<file path="src/rtl/dbg_pkg.sv">
// Shared encodings and helpers for the debug/CPU data-memory arbiter.
package dbg_pkg;

  typedef enum logic [1:0] {
    SZ_BYTE = 2'd0,
    SZ_HALF = 2'd1,
    SZ_WORD = 2'd2,
    SZ_BAD  = 2'd3
  } size_t;

  typedef enum logic [1:0] {
    S_IDLE,
    S_CPU_RD,
    S_DBG_RD
  } arb_state_t;

  // Legal size with natural alignment of the low address bits.
  function automatic logic aligned(input logic [1:0] size, input logic [1:0] a);
    logic ok;
    case (size_t'(size))
      SZ_BYTE: ok = 1'b1;
      SZ_HALF: ok = ~a[0];
      SZ_WORD: ok = (a == 2'b00);
      default: ok = 1'b0;
    endcase
    return ok;
  endfunction

endpackage

</file>
<file path="src/rtl/dbg_mem_arbiter.sv">
// Arbitrates the single data-memory port between the CPU LSU and one queued
// debug command, sequencing fixed-latency reads.
module dbg_mem_arbiter
  import dbg_pkg::*;
#(
  parameter int ADDR_W     = 32,
  parameter int DATA_W     = 32,
  parameter int MEM_LAT    = 1,
  parameter int DBG_STARVE = 8
) (
  input  logic              clk,
  input  logic              rst_n,
  input  logic              dbg_req,
  input  logic              dbg_we,
  input  logic [1:0]        dbg_size,
  input  logic [ADDR_W-1:0] dbg_addr,
  input  logic [DATA_W-1:0] dbg_wdata,
  output logic [DATA_W-1:0] dbg_rdata,
  output logic              dbg_busy,
  output logic              dbg_err,
  input  logic              cpu_req,
  input  logic              cpu_we,
  input  logic [1:0]        cpu_size,
  input  logic [ADDR_W-1:0] cpu_addr,
  input  logic [DATA_W-1:0] cpu_wdata,
  output logic              cpu_gnt,
  output logic              cpu_rvalid,
  output logic [DATA_W-1:0] cpu_rdata,
  output logic              mem_en,
  output logic              mem_we,
  output logic [1:0]        mem_size,
  output logic [ADDR_W-1:0] mem_addr,
  output logic [DATA_W-1:0] mem_wdata,
  input  logic [DATA_W-1:0] mem_rdata
);

  localparam int SW = $clog2(DBG_STARVE + 1);

  arb_state_t        state, state_nxt;
  logic              dbg_pend;
  logic              p_we;
  logic [1:0]        p_size;
  logic [ADDR_W-1:0] p_addr;
  logic [DATA_W-1:0] p_wdata;
  logic [SW-1:0]     starve_cnt;
  logic [2:0]        lat_cnt;
  logic [DATA_W-1:0] dbg_rdata_q;
  logic              dbg_err_q;

  logic dbg_ok, dbg_win, cpu_win, rd_done;

  assign dbg_ok  = dbg_req & aligned(dbg_size, dbg_addr[1:0]) & ~dbg_pend;
  assign dbg_win = (state == S_IDLE) & dbg_pend &
                   (~cpu_req | (starve_cnt == SW'(DBG_STARVE)));
  assign cpu_win = (state == S_IDLE) & ~dbg_win & cpu_req;
  assign rd_done = (state != S_IDLE) & (lat_cnt == 3'(MEM_LAT));

  always_comb begin
    state_nxt = state;
    case (state)
      S_IDLE: begin
        if (dbg_win && !p_we)      state_nxt = S_DBG_RD;
        else if (cpu_win && !cpu_we) state_nxt = S_CPU_RD;
      end
      S_CPU_RD, S_DBG_RD: if (rd_done) state_nxt = S_IDLE;
      default: state_nxt = S_IDLE;
    endcase
  end

  always_ff @(posedge clk or negedge rst_n) begin
    if (!rst_n) begin
      state       <= S_IDLE;
      dbg_pend    <= 1'b0;
      p_we        <= 1'b0;
      p_size      <= '0;
      p_addr      <= '0;
      p_wdata     <= '0;
      starve_cnt  <= '0;
      lat_cnt     <= '0;
      dbg_rdata_q <= '0;
      dbg_err_q   <= 1'b0;
    end else begin
      state     <= state_nxt;
      dbg_err_q <= dbg_req & ~dbg_ok;

      if (state == S_IDLE && state_nxt != S_IDLE) lat_cnt <= 3'd1;
      else if (state != S_IDLE)                   lat_cnt <= rd_done ? 3'd0 : lat_cnt + 3'd1;

      // dbg_ok needs !dbg_pend and dbg_win needs dbg_pend, so these never collide.
      if (dbg_win)     dbg_pend <= 1'b0;
      else if (dbg_ok) dbg_pend <= 1'b1;

      if (dbg_ok) begin
        p_we    <= dbg_we;
        p_size  <= dbg_size;
        p_addr  <= dbg_addr;
        p_wdata <= dbg_wdata;
      end

      if (dbg_win)
        starve_cnt <= '0;
      else if (cpu_win && dbg_pend && starve_cnt != SW'(DBG_STARVE))
        starve_cnt <= starve_cnt + 1'b1;

      if (state == S_DBG_RD && rd_done) dbg_rdata_q <= mem_rdata;
    end
  end

  assign mem_en     = rst_n & (dbg_win | cpu_win);
  assign mem_we     = dbg_win ? p_we    : cpu_we;
  assign mem_size   = dbg_win ? p_size  : cpu_size;
  assign mem_addr   = dbg_win ? p_addr  : cpu_addr;
  assign mem_wdata  = dbg_win ? p_wdata : cpu_wdata;
  assign cpu_gnt    = rst_n & cpu_win;
  assign cpu_rvalid = rst_n & (state == S_CPU_RD) & rd_done;
  assign cpu_rdata  = mem_rdata;
  assign dbg_rdata  = dbg_rdata_q;
  assign dbg_err    = dbg_err_q;
  assign dbg_busy   = rst_n & (dbg_req | dbg_pend | (state == S_DBG_RD));

endmodule

</file>
<file path="config.mk">
export PLATFORM = sky130hd
export DESIGN_NAME = dbg_mem_arbiter
export DESIGN_NICKNAME = d
export VERILOG_FILES = /design/src/rtl/dbg_pkg.sv /design/src/rtl/dbg_mem_arbiter.sv
export SDC_FILE = /design/constraint.sdc
export NUM_CORES = 1
export LEC_CHECK = 0
export ABC_AREA = 1
export CORE_MARGIN = 10
export CORE_UTILIZATION = 42
export DETAILED_ROUTE_END_ITERATION = 16
export HOLD_SLACK_MARGIN = 0.03
export MAX_ROUTING_LAYER = met4
export PLACE_DENSITY = 0.84
export SYNTH_ARGS = -nofsm -noshare
export SYNTH_HDL_FRONTEND = slang
export SYNTH_SLANG_ARGS = --single-unit
</file>
<file path="constraint.sdc">
create_clock -name clk -period 5.35 [get_ports clk]
set_input_delay 1.3375 -clock clk [delete_from_list [all_inputs] [get_ports clk]]
set_output_delay 1.3375 -clock clk [all_outputs]
set_load 0.03 [all_outputs]
</file>
* Yosys cells after proc, flatten, opt, wreduce, memory -nomap -nowiden
Cells that the tools add are included.
Storage, ports and cells: register bits after elaboration 110, input port bits 170, logic and storage cells 74
Operators by class: add/sub/neg operators 2, equality and inequality tests 7, multiplexer cells 16, bitwise operators 22, reductions and logical operators 17
Operators with widths (count):
- 32-bit 2-to-1 mux | 2
- 1-bit AND | 13
- 2-bit nonzero test | 5
- 3-bit 2-to-1 mux | 3
- 2-bit 2-to-1 mux | 4
- 4-bit 2-to-1 mux | 2
- 1-bit logical AND | 6
- 2-bit logical NOT | 3
- 1-bit NOT | 5
- 4-bit by 1-bit adder with 4-bit output (second input constant) | 1
- 2-bit by 1-bit == test with 1-bit output (second input constant) | 2
- 2-bit == test (second input constant) | 2
- 4-bit == test (second input constant) | 1
- 4-bit != test (second input constant) | 1
- 1-bit OR | 4
- 2-bit case mux with 2 select lines | 1
- 3-bit by 1-bit adder with 3-bit output (second input constant) | 1
- 3-bit by 1-bit == test with 1-bit output (second input constant) | 1
- 1-bit 2-to-1 mux | 3
- 1-bit case mux with 3 select lines | 1
- 1-bit logical NOT | 2
- 2-bit OR reduction | 1

* Depth between registers and ports, before layout
Gate-level depths: netlist (run 1).
word-level depth 13, mapped depth 14, gate-level depth less buffers 14

* Worst setup path before layout (run 1)
Ideal clock, no wire load.
path type input to output, from in cpu_req, to out cpu_gnt, data arrival time 2.404 ns, setup slack 1.609 ns, cell stages on the path 5, path buffers 1, cells stage by stage nand2_1 -> nand2_2 -> inv_2 -> buf_2 -> nor3_1
On the way: word-level cells in the longest chain between the ends 7
RTL lines:
- start, declared | RTL line dbg_mem_arbiter.sv:21 | input logic cpu_req,
- 1-bit NOT | RTL line dbg_mem_arbiter.sv:54 | (~cpu_req | (starve_cnt == SW'(DBG_STARVE)));
- 1-bit OR | RTL line dbg_mem_arbiter.sv:54
- 1-bit AND | RTL line dbg_mem_arbiter.sv:53 | assign dbg_win = (state == S_IDLE) & dbg_pend &
- 1-bit NOT | RTL line dbg_mem_arbiter.sv:55 | assign cpu_win = (state == S_IDLE) & ~dbg_win & cpu_req;
- 1-bit AND | RTL line dbg_mem_arbiter.sv:55
- 1-bit AND (*) | RTL line dbg_mem_arbiter.sv:55
- 1-bit AND (*) | RTL line dbg_mem_arbiter.sv:114 | assign cpu_gnt = rst_n & cpu_win;
- end, declared | RTL line dbg_mem_arbiter.sv:26 | output logic cpu_gnt,
Mark *: on every way between the ends. The rest lies on a longest branch, timed or not.

* Worst setup path after layout (run 1)
from in dbg_req, to out dbg_busy
On the way: word-level cells in the longest chain between the ends 3
RTL lines:
- start, declared | RTL line dbg_mem_arbiter.sv:13 | input logic dbg_req,
- 1-bit OR (2 in a row) | RTL line dbg_mem_arbiter.sv:119 | assign dbg_busy = rst_n & (dbg_req | dbg_pend | (state == S_DBG_RD));
- 1-bit AND | RTL line dbg_mem_arbiter.sv:119
- end, declared | RTL line dbg_mem_arbiter.sv:19 | output logic dbg_busy,
Every way passes these cells.

==> results of run 1 <==
==> power groups by stage <==
stage	clock, W	sequential [W]	combinational [W]
after floorplan	0	0.00168	0.00122
after global placement	0	0.00147	0.00234
after detailed placement	0	0.00149	0.00241
after CTS	0.000704	0.00148	0.00242
after global routing	0.000741	0.00152	0.00256
final	0.000684	0.00148	0.00238
==> cell type report <==
class	count	area, sq um	share of cell area
repair buffers	311	2960	0.346
flip-flops and latches	110	2750	0.321
multi-input cells	365	2240	0.261
clock buffers	10	239	0.0279
well taps	172	215	0.0251
inverters	24	90.1	0.0105
clock inverters	6	66.3	0.00774
==> metrics by stage <==
stage          std cells  worst slack [ns]  total power, W  hold slack (ns)
2_1_floorplan        555              1.61         0.00290            0.435
6_report             998             0.945         0.00455            0.472
4_1_cts              998             0.932         0.00460            0.474
3_5_place_dp         982             0.930         0.00391            0.464
5_1_grt              998             0.785         0.00482            0.483
3_3_place_gp         982             0.941         0.00380            0.451
==> state kept, by name, indices dropped and copies added (netlist names) <==
register and cells:
dbg_err 1, dbg_pend 1, dbg_rdata 32, lat_cnt 3, p_addr 32, p_size 2
p_wdata 32, p_we 1, starve_cnt 4, state 2
==> logic make-up after synthesis <==
family | synth area share
adder cells (fa/ha/maj) | 0.0184
buffers and inverters | 0.0814
AO/OA/AOI/OAI | 0.0148
AND/OR/NAND/NOR | 0.176
XOR/XNOR | 0.00323
flip-flops | 0.507
multiplexers | 0.199
==> cell usage after synthesis (all sizes together) (3+ instances only) <==
master | number | share of area
mux2 | 96 | 0.20
clkbuf | 7 | 0.0048
nand3 | 12 | 0.012
inv | 24 | 0.017
o21ai | 8 | 0.0074
a21oi | 4 | 0.0037
dfrtp | 110 | 0.51
nand2 | 226 | 0.16
buf | 49 | 0.060
ha | 8 | 0.018
nor2 | 3 | 0.0021
==> final timing paths <==
| kind | from | to | slack (ns) |
|---|---|---|---|
| max | dbg_req | dbg_busy | 0.94 |
| min | starve_cnt[3] | starve_cnt[3] | 0.47 |
| max reg2reg | state[0] | lat_cnt[0] | 2.75 |
| min reg2reg | starve_cnt[3] | starve_cnt[3] | 0.47 |
| max in group asynchronous | rst_n | p_addr[7] | 3.63 |
| min in group asynchronous | rst_n | lat_cnt[0] | 1.14 |
==> routing by layer <==
layer	routed length, microns	share of wire	vias up
li1	-	-	2270
met1	7070	0.40	2281
met2	9560	0.54	173
met3	837	0.047	26
met4	332	0.019	0
met5	0	0	-
==> results.sh, run 1 <==
export IMPL_outcome="complete, no violations"
export IMPL_ctsRootBufferMaster="clkbuf_16"
export IMPL_drc_errors=0
export IMPL_rsz0062_at_grt="false"
export IMPL_hold_path_class="flop to flop"
export IMPL_die_area_sq_um=17900
export IMPL_ys_flop_type="dfrtp_1"
export IMPL_worstSetupStartpointType="input port"
export IMPL_p_seq_frac=0.325
export IMPL_vias_per_cell=4.76
export IMPL_ys_async_sr_fraction=1.00
export IMPL_met2_usage=0.353
export IMPL_clkLatencyLatePin_ns=0.34
export IMPL_drive_gt1_frac=0.157
export IMPL_vdd_drop_max_mv=0.255
export IMPL_grt_pass1_vias=5235
export IMPL_antenna_found_initial=0
export IMPL_postCtsHoldBufs=0
export IMPL_antenna_cells=0
export IMPL_ys_ff_latch=110
export IMPL_synth_edf_count=0
export IMPL_mostFrequentLayoutCells="236 x clkdlybuf4s50_1, 225 x nand2_1, 110 x dfrtp_1"
export IMPL_post_cts_repair_setup_buffers=0
export IMPL_initial_utilization=0.430
export IMPL_cp_common_cell="clkdlybuf4s50_1"
export IMPL_first_iter_violations=266
export IMPL_use_met3=0.0417
export IMPL_path_cells="clkdlybuf4s50_1 -> inv_1 -> a21oi_1 -> clkdlybuf4s50_1"
export IMPL_yosys_warnings=0
export IMPL_cp_top_family="buffers and inverters"
export IMPL_final_antenna_net_count=0
export IMPL_cts_buffers=9
export IMPL_synth_distinct_cells=23
export IMPL_cp_required_ns=4.01
export IMPL_busiest_layer="met2"
export IMPL_die_w_microns=134
export IMPL_worst_path_buf_inv=3
export IMPL_h_tree_depth=3
export IMPL_clock_sinks=110
export IMPL_grt_usage=0.195
export IMPL_leakage_nw=4.06
export IMPL_rows=41
export IMPL_post_route_util=0.679
export IMPL_slew_headroom=0.344
export IMPL_clk_pin_slew_ns=0.07
export IMPL_num_vias=4750
export IMPL_holdPathStages=1
export IMPL_layout_commonest_cell="clkdlybuf4s50_1"
export IMPL_syn_avg_cell_area_sq_um=9.78
export IMPL_intPower_w=0.00263
export IMPL_worst_setup_path_end_kind="primary output"
export IMPL_slew_violations=0
export IMPL_cts_resized=0
export IMPL_cts_buffer_depth=2
export IMPL_dr_pass1_iters=4
export IMPL_finClkSkew_ns=0.00532
export IMPL_routed_wl_mm=17.8
export IMPL_worst_path_max_delay_cell="clkdlybuf4s50_1"
export IMPL_core_area_sq_um=12600
export IMPL_synth_cell_area_sq_um=5430
export IMPL_area_growth_pct=57.9
export IMPL_cts_tree="yes"
export IMPL_hpwlAfterDp_mm=14.5
export IMPL_period_minus_slack_ns=4.41
export IMPL_portBuffers=305
export IMPL_ys_seq_area_frac=0.507
export IMPL_tightestPinTransition_ns=0.984
export IMPL_powerDensity_nw_per_um2=531
export IMPL_power_switching_w=0.00192
export IMPL_crit_cells=4
export IMPL_cp_arrival_ns=3.07
export IMPL_cpPeakStageDelay_ns=0.76
export IMPL_setup_tns_ns=0
export IMPL_maxCapViolCount=0
export IMPL_final_period_utilization=0.823
export IMPL_final_area_sq_um=8570
export IMPL_wl_per_cell_microns=17.8
export IMPL_syn_inst=555
export IMPL_grt_max_degree=72
export IMPL_r2r_cells=15
export IMPL_fillers=1014
export IMPL_use_met1=0.206
export IMPL_place_area_sq_um=8260
export IMPL_crit_type="input port to primary output"
export IMPL_ios=306
export IMPL_power_frac_comb=0.524
export IMPL_grt_overflow_total=0
export IMPL_gp_congestion=0.811
export IMPL_timing_fmax_mhz=227
export IMPL_swShare=0.421
export IMPL_die_y_microns=134
export IMPL_syn_nets=733
export IMPL_cp_max_fo=2
export IMPL_setup_viol=0
export IMPL_report_final_hold_viol_count=0
export IMPL_pwr_share_clk=0.150
export IMPL_nets=999
export IMPL_grt_pass1_wl_mm=27.2
Power figures use the tool's default switching activity.
==> run 2, diff against run 1 <==
CORE_UTILIZATION = 39   (was 42)
PLACE_DENSITY = 0.78   (was 0.84)
clock period = 4.5 ns   (was 5.35 ns; I/O delays follow)
==> results.sh, run 2 (same netlist as run 1, synthesis figures left out) <==
export IMPL_outcome="complete, no violations"
export IMPL_setup_tns_ns=0
export IMPL_crit_start="cpu_req"
export IMPL_wl_per_cell_microns=17.5
export IMPL_period_minus_slack_ns=3.92
export IMPL_final_period_utilization=0.871
export IMPL_cp_arrival_ns=2.80
export IMPL_worstSetupStartpointType="input port"
export IMPL_drc_errors=0
export IMPL_initial_utilization=0.394
export IMPL_postCtsHoldBufs=0
export IMPL_dp_cells=992
export IMPL_mostFrequentLayoutCells="236 x clkdlybuf4s50_1, 225 x nand2_1, 110 x dfrtp_1"
export IMPL_rows=43
export IMPL_rr_startpoint="state[0]"
export IMPL_clock_sinks=110
export IMPL_multiInputGateArea_sq_um=2240
export IMPL_cts_tree="yes"
export IMPL_cts_buffer_depth=2
export IMPL_first_iter_violations=166
export IMPL_tightestPinTransition_ns=0.776
export IMPL_maxCapViolCount=0
export IMPL_vdd_drop_max_mv=0.357
export IMPL_report_final_hold_viol_count=0
export IMPL_h_tree_depth=3
export IMPL_nets=1001
export IMPL_timing_fmax_mhz=255
export IMPL_grt_max_degree=72
export IMPL_drive_gt1_frac=0.157
export IMPL_fillers=1110
export IMPL_clk_pin_slew_ns=0.07
export IMPL_cp_max_fo=71
export IMPL_routed_wl_mm=17.6
export IMPL_cts_buffers=9
export IMPL_layout_commonest_cell="clkdlybuf4s50_1"
export IMPL_cts_resized=0
export IMPL_grt_pass1_wl_mm=26.7
export IMPL_rsz0062_at_grt="false"
export IMPL_place_area_sq_um=8300
export IMPL_ctsRootBufferMaster="clkbuf_16"
export IMPL_final_area_sq_um=8620
export IMPL_regArea_sq_um=2750
export IMPL_setup_viol=0
export IMPL_fin_cells=1006
export IMPL_cp_required_ns=3.38
export IMPL_die_y_microns=138
export IMPL_powerDensity_nw_per_um2=634
export IMPL_crit_type="input port to primary output"
export IMPL_grt_overflow_total=0
export IMPL_finalWorstSetupSlack_ns=0.579
export IMPL_r2r_slack_ns=1.86
export IMPL_hpwlAfterDp_mm=14.1
export IMPL_portBuffers=305
export IMPL_holdCritStartpoint="starve_cnt[3]"
export IMPL_leakage_nw=4.08
export IMPL_slew_headroom=0.482
export IMPL_die_area_sq_um=19000
export IMPL_dr_pass1_iters=4
export IMPL_slew_violations=0
export IMPL_pre_cts_ws_ns=0.547
export IMPL_final_antenna_net_count=0
export IMPL_post_cts_repair_setup_buffers=0
export IMPL_ios=306
export IMPL_finClkSkew_ns=0.00587
export IMPL_grt_usage=0.182
export IMPL_hold_path_class="flop to flop"
export IMPL_clkLatencyLatePin_ns=0.34
export IMPL_worst_setup_path_end_kind="primary output"
export IMPL_grt_pass1_vias=5162
export IMPL_core_area_sq_um=13800
export IMPL_vias_per_cell=4.68
export IMPL_area_growth_pct=58.9
export IMPL_antenna_cells=0
export IMPL_die_w_microns=138
export IMPL_num_vias=4706
export IMPL_antenna_found_initial=0
export IMPL_gp_congestion=0.860
[run 2: cell types whose count changed in the layout (fill, tap and decap cells not counted), sizes merged]
cell    delta
buf        +2
inv        -3
bufinv     +2
clkbuf     -1
[run 2: metrics by stage]
stage / hold slack (ns) / power (W) / utilization
final: 0.485 / 0.00547 / 0.626
after floorplan: 0.435 / 0.00345 / -
after global routing: 0.507 / 0.00582 / 0.626
after detailed placement: 0.471 / 0.00465 / 0.602
after CTS: 0.481 / 0.00555 / 0.626
after global placement: 0.454 / 0.00454 / 0.602
[run 2: path summary, 6_finish.rpt]
path,end,depth (start not counted)
min in group asynchronous,state[0],2
setup reg to reg,lat_cnt[0],15
setup / recovery,mem_addr[0],7
max in group asynchronous,p_addr[0],2
hold / removal,starve_cnt[3],1
hold reg to reg,starve_cnt[3],1
[run 2: area by class of cell]
cell class,count,share of cell area
Timing Repair Buffer,313,0.347
Multi-Input combinational cell,365,0.260
Clock buffer,9,0.0261
Clock inverter,5,0.0116
Tap cell,180,0.0261
Sequential cell,110,0.319
Inverter,24,0.0104
[run 2: layer usage]
metal	track usage	up-vias	wire, microns
li1	-	2274	-
met1	0.204	2249	6790
met2	0.324	164	9370
met3	0.0301	19	1150
met4	0.0568	0	264
met5	-	-	0
[run 2: where the power goes]
group	internal (W)	switching (W)	leakage (nW)	total, W
Clock	0.000536	0.000337	0.161	0.000873
Sequential	0.00149	0.000265	1.31	0.00175
Combinational	0.00120	0.00165	2.61	0.00285
[run 2: critical path, stage by stage]
cell and delay, ns:
clkdlybuf4s50_1 0.50, nand2_1 0.10, nand2_2 0.08, buf_4 0.57, nand2_1 0.14, nand2_1 0.10
buf_4 0.16
==> run 3, diff against run 2 <==
ABC_AREA = unset   (was 1)
CTS_CLUSTER_SIZE = 14   (was unset)
PLACE_DENSITY = 0.81   (was 0.78)
==> results.sh, run 3 <==
export IMPL_outcome="complete, no violations"
export IMPL_post_cts_repair_setup_buffers=0
export IMPL_report_final_hold_viol_count=0
export IMPL_yosysMostFrequentCell="mux2_2"
export IMPL_cts_buffers=9
export IMPL_synth_edf_count=0
export IMPL_total_power_w=0.00515
export IMPL_finalWorstSetupSlack_ns=0.315
export IMPL_syn_avg_cell_area_sq_um=13.8
export IMPL_ys_ff_latch=110
export IMPL_cp_required_ns=3.38
export IMPL_area_growth_pct=57.7
export IMPL_setup_viol=0
export IMPL_dr_pass1_iters=4
export IMPL_crit_type="input port to primary output"
export IMPL_antenna_cells=0
export IMPL_grt_usage=0.174
export IMPL_cp_max_fo=43
export IMPL_final_period_utilization=0.930
export IMPL_cts_buffer_depth=2
export IMPL_worstSetupStartpointType="input port"
export IMPL_num_vias=4118
export IMPL_grt_overflow_total=0
export IMPL_h_tree_depth=3
export IMPL_ys_async_sr_fraction=1.00
export IMPL_rows=43
export IMPL_cpPeakStageDelay_ns=0.60
export IMPL_finClkSkew_ns=0.00658
export IMPL_die_area_sq_um=19300
export IMPL_synth_xor_area_share=0
export IMPL_crit_start="cpu_req"
export IMPL_rr_startpoint="state[0]"
export IMPL_powerDensity_nw_per_um2=592
export IMPL_grt_pass1_vias=4700
export IMPL_use_met3=0.0565
export IMPL_period_minus_slack_ns=4.19
export IMPL_clkLatencyLatePin_ns=0.34
export IMPL_synth_compound_area_frac=0.0363
export IMPL_ys_seq_area_frac=0.499
export IMPL_final_antenna_net_count=0
export IMPL_r2r_end="lat_cnt[2]"
export IMPL_maxCapViolCount=0
export IMPL_layout_commonest_cell="clkdlybuf4s50_1"
export IMPL_slew_headroom=0.422
export IMPL_rsz0062_at_grt="false"
export IMPL_slew_violations=0
export IMPL_r2r_cells=8
export IMPL_syn_nets=578
export IMPL_synth_commonest_cells="146 x mux2_2, 110 x dfrtp_1, 41 x buf_4"
export IMPL_met2_usage=0.300
export IMPL_cp_endpoint="mem_addr[31]"
export IMPL_grt_max_degree=70
export IMPL_synthSimpleGateAreaFrac=0.0254
export IMPL_final_area_sq_um=8700
export IMPL_leakage_nw=3.57
export IMPL_nets=849
export IMPL_hold_path_class="flop to flop"
export IMPL_path_cells="clkdlybuf4s50_1 -> a21oi_4 -> buf_12 -> mux2_2 -> clkdlybuf4s50_1"
export IMPL_postCtsHoldBufs=0
export IMPL_synth_top_area_share=0.499
export IMPL_vdd_drop_max_mv=0.317
export IMPL_die_y_microns=139
export IMPL_mostFrequentLayoutCells="298 x clkdlybuf4s50_1, 146 x mux2_2, 110 x dfrtp_1"
export IMPL_synth_top_cell_by_area="dfrtp_1"
export IMPL_hpwlAfterDp_mm=13.7
export IMPL_timing_fmax_mhz=239
export IMPL_synthAdderAreaFrac=0.0181
export IMPL_cp_arrival_ns=3.06
export IMPL_ctsRootBufferMaster="clkbuf_16"
export IMPL_synth_top_family_by_area="multiplexers"
export IMPL_cts_resized=0
export IMPL_synth_mux_area_frac=0.339
export IMPL_busiest_layer="met2"
export IMPL_syn_inst=400
export IMPL_r2r_slack_ns=2.33
export IMPL_first_iter_violations=118
export IMPL_vias_per_cell=4.82
export IMPL_synth_cell_area_sq_um=5520
export IMPL_worst_path_max_delay_cell="clkdlybuf4s50_1"
export IMPL_synth_distinct_cells=37
export IMPL_worst_setup_path_end_kind="primary output"
export IMPL_ys_flop_type="dfrtp_1"
export IMPL_initial_utilization=0.398
export IMPL_tightestPinTransition_ns=0.867
export IMPL_cp_common_cell="clkdlybuf4s50_1"
export IMPL_grt_pass1_wl_mm=26.0
export IMPL_ios=306
export IMPL_die_w_microns=139
export IMPL_cts_tree="yes"
export IMPL_yosys_warnings=0
export IMPL_pre_cts_ws_ns=0.309
export IMPL_clock_sinks=110
export IMPL_core_area_sq_um=13900
export IMPL_gp_congestion=0.803
export IMPL_routed_wl_mm=16.7
export IMPL_hold_slack_ns=0.483
export IMPL_place_area_sq_um=8450
export IMPL_synth_area_leaders="dfrtp_1 50%, mux2_2 30%, buf_4 5.6%"
export IMPL_drc_errors=0
export IMPL_use_met1=0.185
export IMPL_drive_gt1_frac=0.263
export IMPL_setup_tns_ns=0
export IMPL_portBuffers=305
export IMPL_antenna_found_initial=0
export IMPL_clk_pin_slew_ns=0.07
export IMPL_wl_per_cell_microns=19.5
==> run 3: cell types whose count changed in the layout (fill, tap and decap cells not counted), moves of 8 or more <==
cell,change
mux2_2,+114
inv_1,-11
nand2_1,-219
nand3_1,-8
buf_4,-62
mux2_1,-44
clkdlybuf4s50_1,+62
==> run 3: cell type report <==
class,count,area [sq um]
Tap cell,180,225
Fill cell,1061,5180
Sequential cell,110,2750
Timing Repair Buffer,312,3130
Multi-Input combinational cell,229,2310
Inverter,9,33.8
Clock inverter,2,10.0
Clock buffer,12,246
==> run 3: layer usage <==
layer	wire [microns]	up-vias	share of wire
met5	0	-	0
met4	270	0	0.016
met3	1240	17	0.074
met2	8670	195	0.52
met1	6480	1968	0.39
li1	-	1938	-
==> run 3: cells by family (layout without fill, tap and decap cells) <==
group           after synthesis  count (layout)
fa+ha+maj                     8               8
buf+inv                      61             335
simple gates                 27              27
compound gates               28              28
mux                         166             166
flops                       110             110
==> run 3: stage by stage <==
stage           util  instances
2_1_floorplan      -        400
3_3_place_gp   0.609        840
3_5_place_dp   0.609        840
4_1_cts        0.627        854
5_1_grt        0.627        854
6_report       0.627        854
==> run 3: worst min path at each step <==
stage	from	end	slack, ns	depth (start not counted)
after detailed placement	p_addr[17]	p_addr[17]	0.47	1
final	p_addr[17]	p_addr[17]	0.48	1
after CTS	p_addr[17]	p_addr[17]	0.48	1
after global routing	p_addr[20]	p_addr[20]	0.51	1
after global placement	starve_cnt[3]	starve_cnt[3]	0.46	1
after floorplan	starve_cnt[3]	starve_cnt[3]	0.45	1
==> run 3: critical path, delay by kind of cell <==
| kind | cells | cell delay (ns) |
|---|---|---|
| buffers and inverters | 3 | 1.31 |
| multiplexers | 1 | 0.38 |
| AO/OA/AOI/OAI | 1 | 0.21 |
==> run 3: report_power, final <==
| part | switching, W | leakage (nW) | internal, W |
|---|---|---|---|
| combinational | 0.00136 | 2.10 | 0.00135 |
| sequential | 0.000275 | 1.34 | 0.00146 |
| clock | 0.000329 | 0.128 | 0.000383 |
